<file path="src/rtl/fetch_pkg.sv">
// Shared fetch-stage types and constants.
package fetch_pkg;
   typedef enum logic [1:0] {FETCH, WAIT, HOLD} fetch_state_t;

   localparam int INSTR_W = 32;
   localparam int PC_STEP = 4;
   localparam logic [INSTR_W-1:0] NOP_INSTR = 32'h0000_0000;
endpackage

</file>
<file path="src/rtl/ifetch_ctrl.sv">
// Fetch controller: one outstanding imem request; id_valid rises 1 cycle after rvalid and holds until id_ready.
// Define IFETCH_DELAY_SLOT_EN to keep the instruction after a branch (MIPS delay slot) instead of killing it.
module ifetch_ctrl
   import fetch_pkg::*;
#(
   parameter int                ADDR_W   = 32,
   parameter logic [ADDR_W-1:0] RESET_PC = '0
) (
   input  logic               clk,
   input  logic               rst,
   output logic               imem_req,
   output logic [ADDR_W-1:0]  imem_addr,
   input  logic               imem_gnt,
   input  logic               imem_rvalid,
   input  logic [INSTR_W-1:0] imem_rdata,
   input  logic               redirect_valid,
   input  logic [ADDR_W-1:0]  redirect_pc,
   output logic               id_valid,
   input  logic               id_ready,
   output logic [INSTR_W-1:0] id_instr,
   output logic [ADDR_W-1:0]  id_pc,
   output logic [ADDR_W-1:0]  id_pc4
);

   fetch_state_t       state_q, state_d;
   logic [ADDR_W-1:0]  fetch_pc_q, fetch_pc_d;
   logic [ADDR_W-1:0]  req_pc_q, req_pc_d;
   logic               discard_q, discard_d;
   logic               started_q, started_d;
   logic               id_valid_q, id_valid_d;
   logic [INSTR_W-1:0] id_instr_q, id_instr_d;
   logic [ADDR_W-1:0]  id_pc_q, id_pc_d;
   logic [ADDR_W-1:0]  id_pc4_q, id_pc4_d;
`ifdef IFETCH_DELAY_SLOT_EN
   logic               pend_valid_q, pend_valid_d;
   logic [ADDR_W-1:0]  pend_pc_q, pend_pc_d;
`endif

   logic               gnt_hs;
   logic [ADDR_W-1:0]  redir_pc;

   assign imem_req  = started_q && (state_q == FETCH);
   assign imem_addr = fetch_pc_q;
   assign gnt_hs    = imem_req && imem_gnt;
   assign redir_pc  = redirect_pc & ~ADDR_W'(3);

   assign id_valid  = id_valid_q;
   assign id_instr  = id_instr_q;
   assign id_pc     = id_pc_q;
   assign id_pc4    = id_pc4_q;

   always_comb begin
      state_d    = state_q;
      fetch_pc_d = fetch_pc_q;
      req_pc_d   = req_pc_q;
      discard_d  = discard_q;
      started_d  = 1'b1;
      id_valid_d = id_valid_q;
      id_instr_d = id_instr_q;
      id_pc_d    = id_pc_q;
      id_pc4_d   = id_pc4_q;
`ifdef IFETCH_DELAY_SLOT_EN
      pend_valid_d = pend_valid_q;
      pend_pc_d    = pend_pc_q;
`endif

      case (state_q)
         FETCH: begin
            if (gnt_hs) begin
               state_d    = WAIT;
               req_pc_d   = fetch_pc_q;
               fetch_pc_d = fetch_pc_q + ADDR_W'(PC_STEP);
`ifdef IFETCH_DELAY_SLOT_EN
               if (pend_valid_q) begin
                  fetch_pc_d   = pend_pc_q;
                  pend_valid_d = 1'b0;
               end
`endif
            end
         end
         WAIT: begin
            if (imem_rvalid) begin
               state_d = FETCH;
               if (discard_q) begin
                  discard_d = 1'b0;
               end else begin
                  state_d    = HOLD;
                  id_valid_d = 1'b1;
                  id_instr_d = imem_rdata;
                  id_pc_d    = req_pc_q;
                  id_pc4_d   = req_pc_q + ADDR_W'(PC_STEP);
               end
            end
         end
         HOLD: begin
            if (id_ready) begin
               state_d    = FETCH;
               id_valid_d = 1'b0;
            end
         end
         default: state_d = FETCH;
      endcase

`ifdef IFETCH_DELAY_SLOT_EN
      // The slot instruction finishes normally; only the next fetch address moves.
      if (redirect_valid) begin
         if (state_q == FETCH && !gnt_hs) begin
            pend_valid_d = 1'b1;
            pend_pc_d    = redir_pc;
         end else begin
            fetch_pc_d = redir_pc;
         end
      end
`else
      // A response arriving in the redirect cycle is the outstanding one, so nothing is left to drop.
      if (redirect_valid) begin
         fetch_pc_d = redir_pc;
         id_valid_d = 1'b0;
         if ((state_q == WAIT && !imem_rvalid) || gnt_hs) begin
            discard_d = 1'b1;
            state_d   = WAIT;
         end else begin
            discard_d = 1'b0;
            state_d   = FETCH;
         end
      end
`endif
   end

   always_ff @(posedge clk) begin
      if (rst) begin
         state_q    <= FETCH;
         fetch_pc_q <= RESET_PC;
         req_pc_q   <= '0;
         discard_q  <= 1'b0;
         started_q  <= 1'b0;
         id_valid_q <= 1'b0;
         id_instr_q <= NOP_INSTR;
         id_pc_q    <= '0;
         id_pc4_q   <= '0;
`ifdef IFETCH_DELAY_SLOT_EN
         pend_valid_q <= 1'b0;
         pend_pc_q    <= '0;
`endif
      end else begin
         state_q    <= state_d;
         fetch_pc_q <= fetch_pc_d;
         req_pc_q   <= req_pc_d;
         discard_q  <= discard_d;
         started_q  <= started_d;
         id_valid_q <= id_valid_d;
         id_instr_q <= id_instr_d;
         id_pc_q    <= id_pc_d;
         id_pc4_q   <= id_pc4_d;
`ifdef IFETCH_DELAY_SLOT_EN
         pend_valid_q <= pend_valid_d;
         pend_pc_q    <= pend_pc_d;
`endif
      end
   end

endmodule

</file>
<file path="config.mk">
export PLATFORM = sky130hd
export DESIGN_NAME = ifetch_ctrl
export DESIGN_NICKNAME = d
export VERILOG_FILES = /design/src/rtl/fetch_pkg.sv /design/src/rtl/ifetch_ctrl.sv
export SDC_FILE = /design/constraint.sdc
export NUM_CORES = 1
export LEC_CHECK = 0
export BUFFER_PORTS_ARGS = -buffer_cell sky130_fd_sc_hd__buf_2
export CAP_MARGIN = 30
export CORE_MARGIN = 4
export CORE_UTILIZATION = 30
export DETAILED_ROUTE_END_ITERATION = 8
export GPL_ROUTABILITY_DRIVEN = 0
export PLACE_DENSITY_LB_ADDON = 0.15
export SLEW_MARGIN = 40
export SYNTH_ARGS = -nofsm -noshare
export SYNTH_HDL_FRONTEND = slang
export SYNTH_SLANG_ARGS = --single-unit
</file>
<file path="constraint.sdc">
create_clock -name clk -period 2.4 [get_ports clk]
set_input_delay 0.24 -clock clk [delete_from_list [all_inputs] [get_ports clk]]
set_output_delay 0.24 -clock clk [all_outputs]
set_load 0.02 [all_outputs]
</file>
==> results.cfg <==
[global_routing]
grt_pass1_vias = 5752
antenna_found_initial = 0
grt_usage_pct = 16.2
grt_max_degree = 132
overflow = 0
grt_pass1_wl_um = 31500

[floorplan]
row_count = 53
dieArea_mm2 = 0.0242
die_w_um = 156
die_h_um = 156
start_util_pct = 30.8
io_pins = 200
core_mm2 = 0.0212

[detailed_routing]
num_vias = 6094
topRoutingLayerUsed = met4
wl_met1_um = 9930
firstDrtPassIters = 4
via_per_inst = 4.70
postRouteWirelength_um = 20100
drt_iter0_markers = 275
wl_met3_um = 1150
post_drt_wl_per_cell_um = 15.5
drt_drc_violations_left = 0
antenna_left = 0
met2_wirelength_um = 8740

[clock_tree]
clock_sinks = 157
cts_buffer_depth = 2
numCtsBuffers = 17
holdBufCountCts = 0
cts_tree = built
post_cts_buffers = 0
cts-root-buf = clkbuf_16
insertion_delay_ps = 420
clk_pin_slew_ps = 70
htree_num_levels = 4
post_cts_resized = 0

[final_layout]
final_cell_mix = 217 x nand2_1, 190 x buf_2, 157 x dfxtp_1
drive_gt1_share_pct = 26.1
fill_cells = 2293
final_common_cell = nand2_1
fin_cells = 1296
finish.net_count = 1080
antenna_cells = 0
final_util_pct = 40.2
areaGrowthSynthToFinish_pct = 30.3

[synth]
avgSynthCellArea_um2 = 7.98
netlist_top_cells_area = dfxtp_1 48%, nand2_1 12%, a21oi_1 9.4%, xnor2_1 3.9%, xor2_1 3.1%
synth_top_area_share_pct = 48.0
netlist_area_mm2 = 0.00654
seq_area_frac_synth_pct = 48.0
yosysWarnings = 0
synth.distinct_cells = 36
synth_top_flop_cell = dfxtp_1
synthArstFlopShare_pct = 0
synthCells = 820
yosys.area.top_type = dfxtp_1
synth_seq_cells = 157
synth_edf_count = 0

[setup_path]
worst_setup_path_start_kind = flip-flop
arrival_ps = 2400
crit_required_ps = 2740
path_max_fanout = 7
path_class = reg2reg
end_kind = flip-flop

[sta]
slew_headroom_pct = 55.7
finalMaxSlewViolations = 0
layout_setup_ws_ps = 335
rsz0062_at_grt = false
min_period_ps = 2060
fmax_ghz = 0.484
finalSetupViolations = 0
hold_viol_final = 0
clock_skew_ps = 8.31
tightest_slew_ps = 658
setup_tns_ps = 0
period_share_pct = 86.0

[power_and_ir_drop]
vdd_drop_max_uv = 370
swShare_pct = 26.6
comb_power_share_pct = 9.4
p_leak_uw = 0.00343
p_seq_share_pct = 45.8
powerDensity_mw_per_mm2 = 711
intPower_uw = 4450
clkPwrFrac_pct = 44.9
power.switching_uw = 1610

[placed_design]
placedCellCount = 1264
pre_cts_ws_ps = 353
port-buffer-count = 191
hpwl_um = 14000

[worst_hold_path]
hp-class = in2reg

[flow_run]
drv_cap = 0

[run_status]
status = finished, final reports clean
## power groups by stage
| stage | sequential [uW] | combinational, uW | clock (uW) |
|---|---|---|---|
| 2_1_floorplan | 2910 | 243 | 0 |
| 3_3_place_gp | 2830 | 572 | 0 |
| 3_5_place_dp | 2830 | 574 | 0 |
| 4_1_cts | 2770 | 576 | 2800 |
| 5_1_grt | 2790 | 627 | 2920 |
| 6_report | 2770 | 567 | 2720 |
## flip-flops by register name (all words and copies together) (netlist names), 2 cells and up
signal and count:
req_pc_q 30, imem_addr 30, id_pc 30, id_instr 32, state_q 2, id_pc4 30
## synthesized netlist by cell type, types with 3 or more instances
| library cell | count |
|---|---|
| xnor2_1 | 29 |
| nor4_1 | 10 |
| dfxtp_1 | 157 |
| buf_4 | 9 |
| nand4_1 | 19 |
| mux2i_1 | 3 |
| a21oi_1 | 123 |
| and4_1 | 8 |
| buf_2 | 4 |
| a311oi_1 | 4 |
| nor3b_1 | 3 |
| or3_1 | 5 |
| a211oi_1 | 21 |
| o21a_1 | 3 |
| inv_1 | 7 |
| and3_1 | 9 |
| o21ai_0 | 26 |
| clkbuf_1 | 51 |
| nand3_1 | 20 |
| nor3_1 | 14 |
| nand2_1 | 217 |
| xor2_1 | 23 |
| nor2_1 | 37 |
## metal layers
layer | up-vias | track usage [%]
met3 | 18 | 3.41
met5 | - | 0
met2 | 157 | 24.0
met1 | 2757 | 23.7
li1 | 3162 | -
met4 | 0 | 4.96
## cell families after synthesis
family	after synthesis	synth area share, %
compound gates	181	15.2
xor+xnor	52	6.96
fa+ha+maj	2	0.382
buf+inv	71	4.67
flops	157	48.0
mux	3	0.459
other cells	1	0.0573
simple gates	353	24.2
## critical path: stages (launching register included)
cell and delay (ps):
dfxtp_1 380, nand4bb_1 270, nor3_1 260, buf_4 170, nand4_4 110, or4_1 530, a311oi_1 250
## worst paths after layout
kind	end	cells past startpoint	start	slack, ps
max	imem_addr[27]$_SDFFE_PP0P_	6	state_q[1]$_SDFFE_PP0P_	340
min	imem_addr[2]$_SDFFE_PP0P_	3	redirect_pc[2]	50
min reg2reg	id_instr[11]$_SDFFE_PP0P_	2	id_instr[11]$_SDFFE_PP0P_	450
max reg2reg	imem_addr[27]$_SDFFE_PP0P_	6	state_q[1]$_SDFFE_PP0P_	340
## stage by stage
stage               power, uW  instance area, um^2  hold WS (ps)
finish                   6060                 8520          46.8
global route             6330                 8520          34.3
CTS                      6150                 8520          25.7
detailed placement       3410                 7930           443
global placement         3400                 7930           439
floorplan                3150                 6560           376
## layout make-up
type                            count  area (um^2)  area share (%)
Sequential cell                   157         3140            36.9
Multi-Input combinational cell    597         3130            36.8
Timing Repair Buffer              228         1290            15.1
Clock buffer                       17          425            4.99
Tap cell                          275          344            4.04
Clock inverter                     15          164            1.92
Inverter                            7         26.3           0.308
(Power assumes the default switching activity.)
